`src/rtl/axi_lite_write_arbiter.sv`:
```
// Round-robin arbiter sharing one AXI-Lite write port (AW/W/B) between NUM_REQ requesters.
// One complete write per grant, with an optional B-channel timeout.
module axi_lite_write_arbiter #(
    parameter int unsigned NUM_REQ = 4,
    parameter int unsigned ADDR_W  = 8,
    parameter int unsigned DATA_W  = 32,
    parameter int unsigned TIMEOUT = 255
) (
    input  logic                        clk,
    input  logic                        rst,
    input  logic [NUM_REQ-1:0]          req_valid,
    input  logic [NUM_REQ*ADDR_W-1:0]   req_addr,
    input  logic [NUM_REQ*DATA_W-1:0]   req_data,
    output logic [NUM_REQ-1:0]          req_ready,
    output logic [NUM_REQ-1:0]          done_valid,
    output logic                        done_err,
    output logic                        done_timeout,
    output logic                        busy,
    output logic [ADDR_W-1:0]           aw_addr,
    output logic                        aw_valid,
    input  logic                        aw_ready,
    output logic [DATA_W-1:0]           w_data,
    output logic                        w_valid,
    input  logic                        w_ready,
    input  logic                        b_response,
    input  logic                        b_valid,
    output logic                        b_ready
);

    localparam int unsigned IDX_W = (NUM_REQ > 1) ? $clog2(NUM_REQ) : 1;
    localparam int unsigned CNT_W = (TIMEOUT > 1) ? $clog2(TIMEOUT) : 1;
    localparam logic [CNT_W-1:0] CNT_LAST = CNT_W'((TIMEOUT == 0) ? 0 : TIMEOUT - 1);
    localparam logic [NUM_REQ-1:0] ONE_HOT0 = NUM_REQ'(1);

    typedef enum logic [1:0] {StIdle, StXfer, StResp} state_e;

    state_e              state_q, state_d;
    logic [IDX_W-1:0]    rr_ptr_q, rr_ptr_d;
    logic [IDX_W-1:0]    gnt_q, gnt_d;
    logic [ADDR_W-1:0]   addr_q, addr_d;
    logic [DATA_W-1:0]   data_q, data_d;
    logic                aw_valid_q, aw_valid_d;
    logic                w_valid_q, w_valid_d;
    logic [CNT_W-1:0]    cnt_q, cnt_d;
    logic [NUM_REQ-1:0]  done_valid_q, done_valid_d;
    logic                done_err_q, done_err_d;
    logic                done_timeout_q, done_timeout_d;

    logic [IDX_W-1:0]    pick_idx;
    logic                pick_found;
    logic                accept;
    logic [IDX_W-1:0]    rr_next;

    // First requesting index scanning upward from rr_ptr, wrapping.
    always_comb begin
        pick_found = 1'b0;
        pick_idx   = '0;
        for (int k = 0; k < int'(NUM_REQ); k++) begin
            if (!pick_found && req_valid[(int'(rr_ptr_q) + k) % int'(NUM_REQ)]) begin
                pick_found = 1'b1;
                pick_idx   = IDX_W'((int'(rr_ptr_q) + k) % int'(NUM_REQ));
            end
        end
    end

    assign accept    = (state_q == StIdle) && pick_found && !rst;
    assign req_ready = accept ? (ONE_HOT0 << pick_idx) : '0;
    assign rr_next   = (gnt_q == IDX_W'(NUM_REQ - 1)) ? '0 : gnt_q + 1'b1;

    always_comb begin
        state_d        = state_q;
        rr_ptr_d       = rr_ptr_q;
        gnt_d          = gnt_q;
        addr_d         = addr_q;
        data_d         = data_q;
        aw_valid_d     = aw_valid_q;
        w_valid_d      = w_valid_q;
        cnt_d          = cnt_q;
        done_valid_d   = '0;
        done_err_d     = 1'b0;
        done_timeout_d = 1'b0;
        case (state_q)
            StIdle: begin
                if (accept) begin
                    gnt_d      = pick_idx;
                    addr_d     = req_addr[int'(pick_idx) * ADDR_W +: ADDR_W];
                    data_d     = req_data[int'(pick_idx) * DATA_W +: DATA_W];
                    aw_valid_d = 1'b1;
                    w_valid_d  = 1'b1;
                    state_d    = StXfer;
                end
            end
            StXfer: begin
                if (aw_valid_q && aw_ready) aw_valid_d = 1'b0;
                if (w_valid_q && w_ready) w_valid_d = 1'b0;
                // Each channel is finished once its valid has dropped or handshakes now.
                if ((!aw_valid_q || aw_ready) && (!w_valid_q || w_ready)) begin
                    state_d = StResp;
                    cnt_d   = '0;
                end
            end
            StResp: begin
                if (b_valid) begin
                    state_d      = StIdle;
                    rr_ptr_d     = rr_next;
                    done_valid_d = ONE_HOT0 << gnt_q;
                    done_err_d   = b_response;
                end else if ((TIMEOUT != 0) && (cnt_q == CNT_LAST)) begin
                    state_d        = StIdle;
                    rr_ptr_d       = rr_next;
                    done_valid_d   = ONE_HOT0 << gnt_q;
                    done_err_d     = 1'b1;
                    done_timeout_d = 1'b1;
                end else begin
                    cnt_d = cnt_q + 1'b1;
                end
            end
            default: state_d = StIdle;
        endcase
    end

    always_ff @(posedge clk) begin
        if (rst) begin
            state_q        <= StIdle;
            rr_ptr_q       <= '0;
            gnt_q          <= '0;
            addr_q         <= '0;
            data_q         <= '0;
            aw_valid_q     <= 1'b0;
            w_valid_q      <= 1'b0;
            cnt_q          <= '0;
            done_valid_q   <= '0;
            done_err_q     <= 1'b0;
            done_timeout_q <= 1'b0;
        end else begin
            state_q        <= state_d;
            rr_ptr_q       <= rr_ptr_d;
            gnt_q          <= gnt_d;
            addr_q         <= addr_d;
            data_q         <= data_d;
            aw_valid_q     <= aw_valid_d;
            w_valid_q      <= w_valid_d;
            cnt_q          <= cnt_d;
            done_valid_q   <= done_valid_d;
            done_err_q     <= done_err_d;
            done_timeout_q <= done_timeout_d;
        end
    end

    assign aw_addr      = addr_q;
    assign aw_valid     = aw_valid_q;
    assign w_data       = data_q;
    assign w_valid      = w_valid_q;
    assign b_ready      = (state_q == StResp);
    assign busy         = (state_q != StIdle);
    assign done_valid   = done_valid_q;
    assign done_err     = done_err_q;
    assign done_timeout = done_timeout_q;

endmodule
```
`config.mk`:
```
export PLATFORM = sky130hd
export DESIGN_NAME = axi_lite_write_arbiter
export DESIGN_NICKNAME = d
export VERILOG_FILES = /design/src/rtl/axi_lite_write_arbiter.sv
export SDC_FILE = /design/constraint.sdc
export NUM_CORES = 1
export LEC_CHECK = 0
export BUFFER_PORTS_ARGS = -buffer_cell sky130_fd_sc_hd__buf_2
export CORE_UTILIZATION = 46
export CTS_BUF_LIST = sky130_fd_sc_hd__clkbuf_4 sky130_fd_sc_hd__clkbuf_8 sky130_fd_sc_hd__clkbuf_16
export DETAILED_ROUTE_END_ITERATION = 12
export HOLD_SLACK_MARGIN = 0.06
export PLACE_DENSITY = 0.93
export SYNTH_ARGS = -nofsm -noshare
export SYNTH_HDL_FRONTEND = slang
export SYNTH_SLANG_ARGS = --single-unit
export TNS_END_PERCENT = 50
```
`constraint.sdc`:
```
create_clock -name clk -period 2.95 [get_ports clk]
set_clock_uncertainty 0.15 [all_clocks]
set_input_delay 0.59 -clock clk [delete_from_list [all_inputs] [get_ports clk]]
set_output_delay 0.59 -clock clk [all_outputs]
set_load 0.01 [all_outputs]
```
==> flow_summary.yaml <==
synthesis:
  yosys.area.top_type: "dfxtp_1"
  yosys_register_bits: 62
  synth_ff_type: "dfxtp_1"
  async_flop_share: 0
  syn_avg_cell_area_um2: 9.63
  synth_cell_types: 39
  synthTopCellsByArea: "dfxtp_1 36%, mux2i_1 25%, o221ai_1 10%, nand2_1 5.3%, buf_12 2.9%"
  synthCells: 353
  synth_nets: 529
  synth.cell_area_mm2: 0.00340
  ys_seq_area_frac: 0.365
  ys_warn_count: 0
  synth_edf_count: 0
  synth_top_area_frac: 0.365
place:
  place_ws_ps: 363
  place.gp.congestion: 0.883
  dp_hpwl_um: 7900
  numPortBuffers: 223
  placedInstanceArea_mm2: 0.00452
sta:
  finalWorstSetupSlack_ps: 228
  tightest_slew_ps: 641
  fmax_ghz: 0.367
  relSlewSlack: 0.571
  fin_crit_sh: 0.923
  hold_violations: 0
  fin_crit_ps: 2720
  rsz0062_at_grt: "false"
  slew_viol_final: 0
  setup_viol: 0
  fin_setup_tns_ps: 0
pwr:
  power.switching_mw: 0.698
  cellLeakagePower_nw: 2.22
  seq_power_share: 0.404
  power.internal_mw: 1.74
  power.clock.fraction: 0.341
  sw_frac_of_total: 0.286
  p_per_area_mw_per_mm2: 515
  comb_power_share: 0.254
  power.ir.vdd_worst_uv: 296
hold_path:
  worstHoldStart: "w_data[14]"
  min_path_type: "reg2reg"
  min_to: "w_data[14]"
  whs_path_depth: 2
finish:
  fillers: 561
  drive_above_1_share: 0.443
  fin_nets: 747
  antenna_cells: 0
  area_delta_synth_final_pct: 39.4
  final_area_mm2: 0.00474
  post-route-util: 0.679
floorplan:
  io_pins: 224
  rows: 30
  start_util: 0.487
  die_w_um: 88.0
  die_h_um: 88.0
  core_area_mm2: 0.00698
  die-area_mm2: 0.00774
worst_setup_path:
  reg2reg_depth: 5
  r2r-start: "rr_ptr_q[1]"
  r2r_slack_ps: 680
  cp.required_ps: 2210
  r2r-end: "w_data[4]"
  crit_arrival_ps: 1980
  crit_fanout: 21
  worstSetupPathType: "reg2out"
  worst_setup_path_start_kind: "flop"
  critPathCaptureType: "output port"
global_routing:
  grt_max_degree: 50
  track_usage: 0.252
  grt_pass1_wl_um: 14700
  gr-total-overflow: 0
  grt_pass1_vias: 3268
  grt_antenna_before_repair: 0
clock_network:
  hold_buffers: 0
  cts_root_buffer: "clkbuf_8"
  post_cts_resized: 0
  cts_tree: "built"
  path_clk_slew_ps: 70
  worstSkewPairLatency_ps: 330
  clock_path_buffers: 2
  postCtsSetupBuffers: 0
  cts_inserted_buffers: 9
  cts.sinks: 62
  cts_htree_levels: 3
route:
  drt_iter0_drc: 95
  ant_nets: 0
  route.detailed.drc: 0
  first_pass_iters: 6
  finalWirelength_um: 10100
  vias: 3608
  viasPerCell: 5.37
  wl_per_cell_um: 15.0
run_status:
  outcome: "complete, no violations"
run:
  drv_cap: 0
through the flow:
step | power (mW) | instances | hold slack, ps
finish | 2.44 | 672 | 307
CTS | 2.45 | 672 | 310
global route | 2.57 | 672 | 337
floorplan | 1.35 | 353 | 313
detailed placement | 1.63 | 656 | 294
global placement | 1.60 | 656 | 289
power by group through the flow:
stage / registers, mW / logic, mW / clock network [mW]
2_1_floorplan: 1.05 / 0.309 / 0
3_3_place_gp: 1.00 / 0.598 / 0
3_5_place_dp: 1.00 / 0.623 / 0
4_1_cts: 0.987 / 0.624 / 0.844
5_1_grt: 0.997 / 0.678 / 0.891
6_report: 0.986 / 0.621 / 0.832
synthesized netlist by cell type (2+ instances only):
| master | instances |
|---|---|
| nand2_1 | 48 |
| nor2_1 | 24 |
| dfxtp_1 | 62 |
| ha_1 | 6 |
| a21oi_1 | 12 |
| inv_1 | 10 |
| o21ai_0 | 3 |
| buf_12 | 5 |
| a211oi_1 | 2 |
| nor3_1 | 3 |
| xnor2_1 | 6 |
| and2_1 | 4 |
| buf_2 | 4 |
| nand3_1 | 4 |
| buf_8 | 2 |
| mux2i_1 | 84 |
| nand2b_1 | 2 |
| o21ai_2 | 2 |
| clkbuf_1 | 11 |
| o221ai_1 | 40 |
cell families (layout without fill, tap and decap cells):
| logic type | count (synthesis) | in the layout | share of synthesized area |
|---|---|---|---|
| compound gates | 68 | 68 | 0.160 |
| buf+inv | 34 | 257 | 0.0717 |
| fa+ha+maj | 6 | 6 | 0.0221 |
| simple gates | 92 | 92 | 0.115 |
| flops | 62 | 62 | 0.365 |
| mux | 85 | 85 | 0.251 |
| xor+xnor | 6 | 6 | 0.0155 |
how the worst max path moves through the flow:
stage            startpoint           end  slack [ps]  cells past startpoint
3_3_place_gp   req_valid[2]  req_ready[2]         440                      6
5_1_grt         rr_ptr_q[1]  req_ready[0]         100                      5
3_5_place_dp   req_valid[2]  req_ready[0]         360                      6
6_report        rr_ptr_q[1]  req_ready[0]         230                      5
4_1_cts         rr_ptr_q[1]  req_ready[0]         210                      5
2_1_floorplan  req_valid[2]  req_ready[0]         620                      5
final cells by class:
type / instances / area [um^2] / share of cell area
multi-input cells: 257 / 1930 / 0.408
clock inverters: 4 / 70.1 / 0.0148
well taps: 96 / 120 / 0.0253
clock buffers: 12 / 153 / 0.0322
repair buffers: 230 / 1180 / 0.249
flip-flops and latches: 62 / 1240 / 0.262
inverters: 11 / 41.3 / 0.00871
worst max-delay path: stages (launching register included):
cell     delay (ps)
dfxtp_1         460
mux2i_1         210
o32ai_1         160
o21ai_4         570
nor2_1           90
buf_2           160
layout by cell type (no fill, tap or decap), types with 2 or more instances in the layout:
| cell | instances |
|---|---|
| o221ai_1 | 40 |
| ha_1 | 6 |
| mux2i_1 | 84 |
| a211oi_1 | 2 |
| dfxtp_1 | 62 |
| nand2b_1 | 2 |
| o21ai_0 | 3 |
| o21ai_2 | 2 |
| bufinv_16 | 2 |
| inv_1 | 10 |
| nand3_1 | 4 |
| nor2_1 | 23 |
| buf_2 | 223 |
| clkinv_2 | 2 |
| clkbuf_4 | 2 |
| nand2_1 | 48 |
| buf_4 | 6 |
| xnor2_1 | 6 |
| and2_1 | 4 |
| a21oi_1 | 12 |
| nor3_1 | 3 |
| clkbuf_8 | 10 |
per-layer routing:
metal | share of wire | global-route usage | vias up
met5 | 0 | 0 | -
met3 | 0.073 | 0.0584 | 28
met2 | 0.52 | 0.454 | 193
li1 | - | - | 1734
met1 | 0.38 | 0.273 | 1653
met4 | 0.028 | 0.131 | 0
registers in the layout (all words and copies together), names as in the netlist:
register	flops
done_valid	4
done_err	1
done_timeout	1
cnt_q	8
aw_addr	8
aw_valid	1
state_q	2
rr_ptr_q	2
w_valid	1
gnt_q	2
w_data	32
No activity file was read; power rests on OpenSTA's default activity.
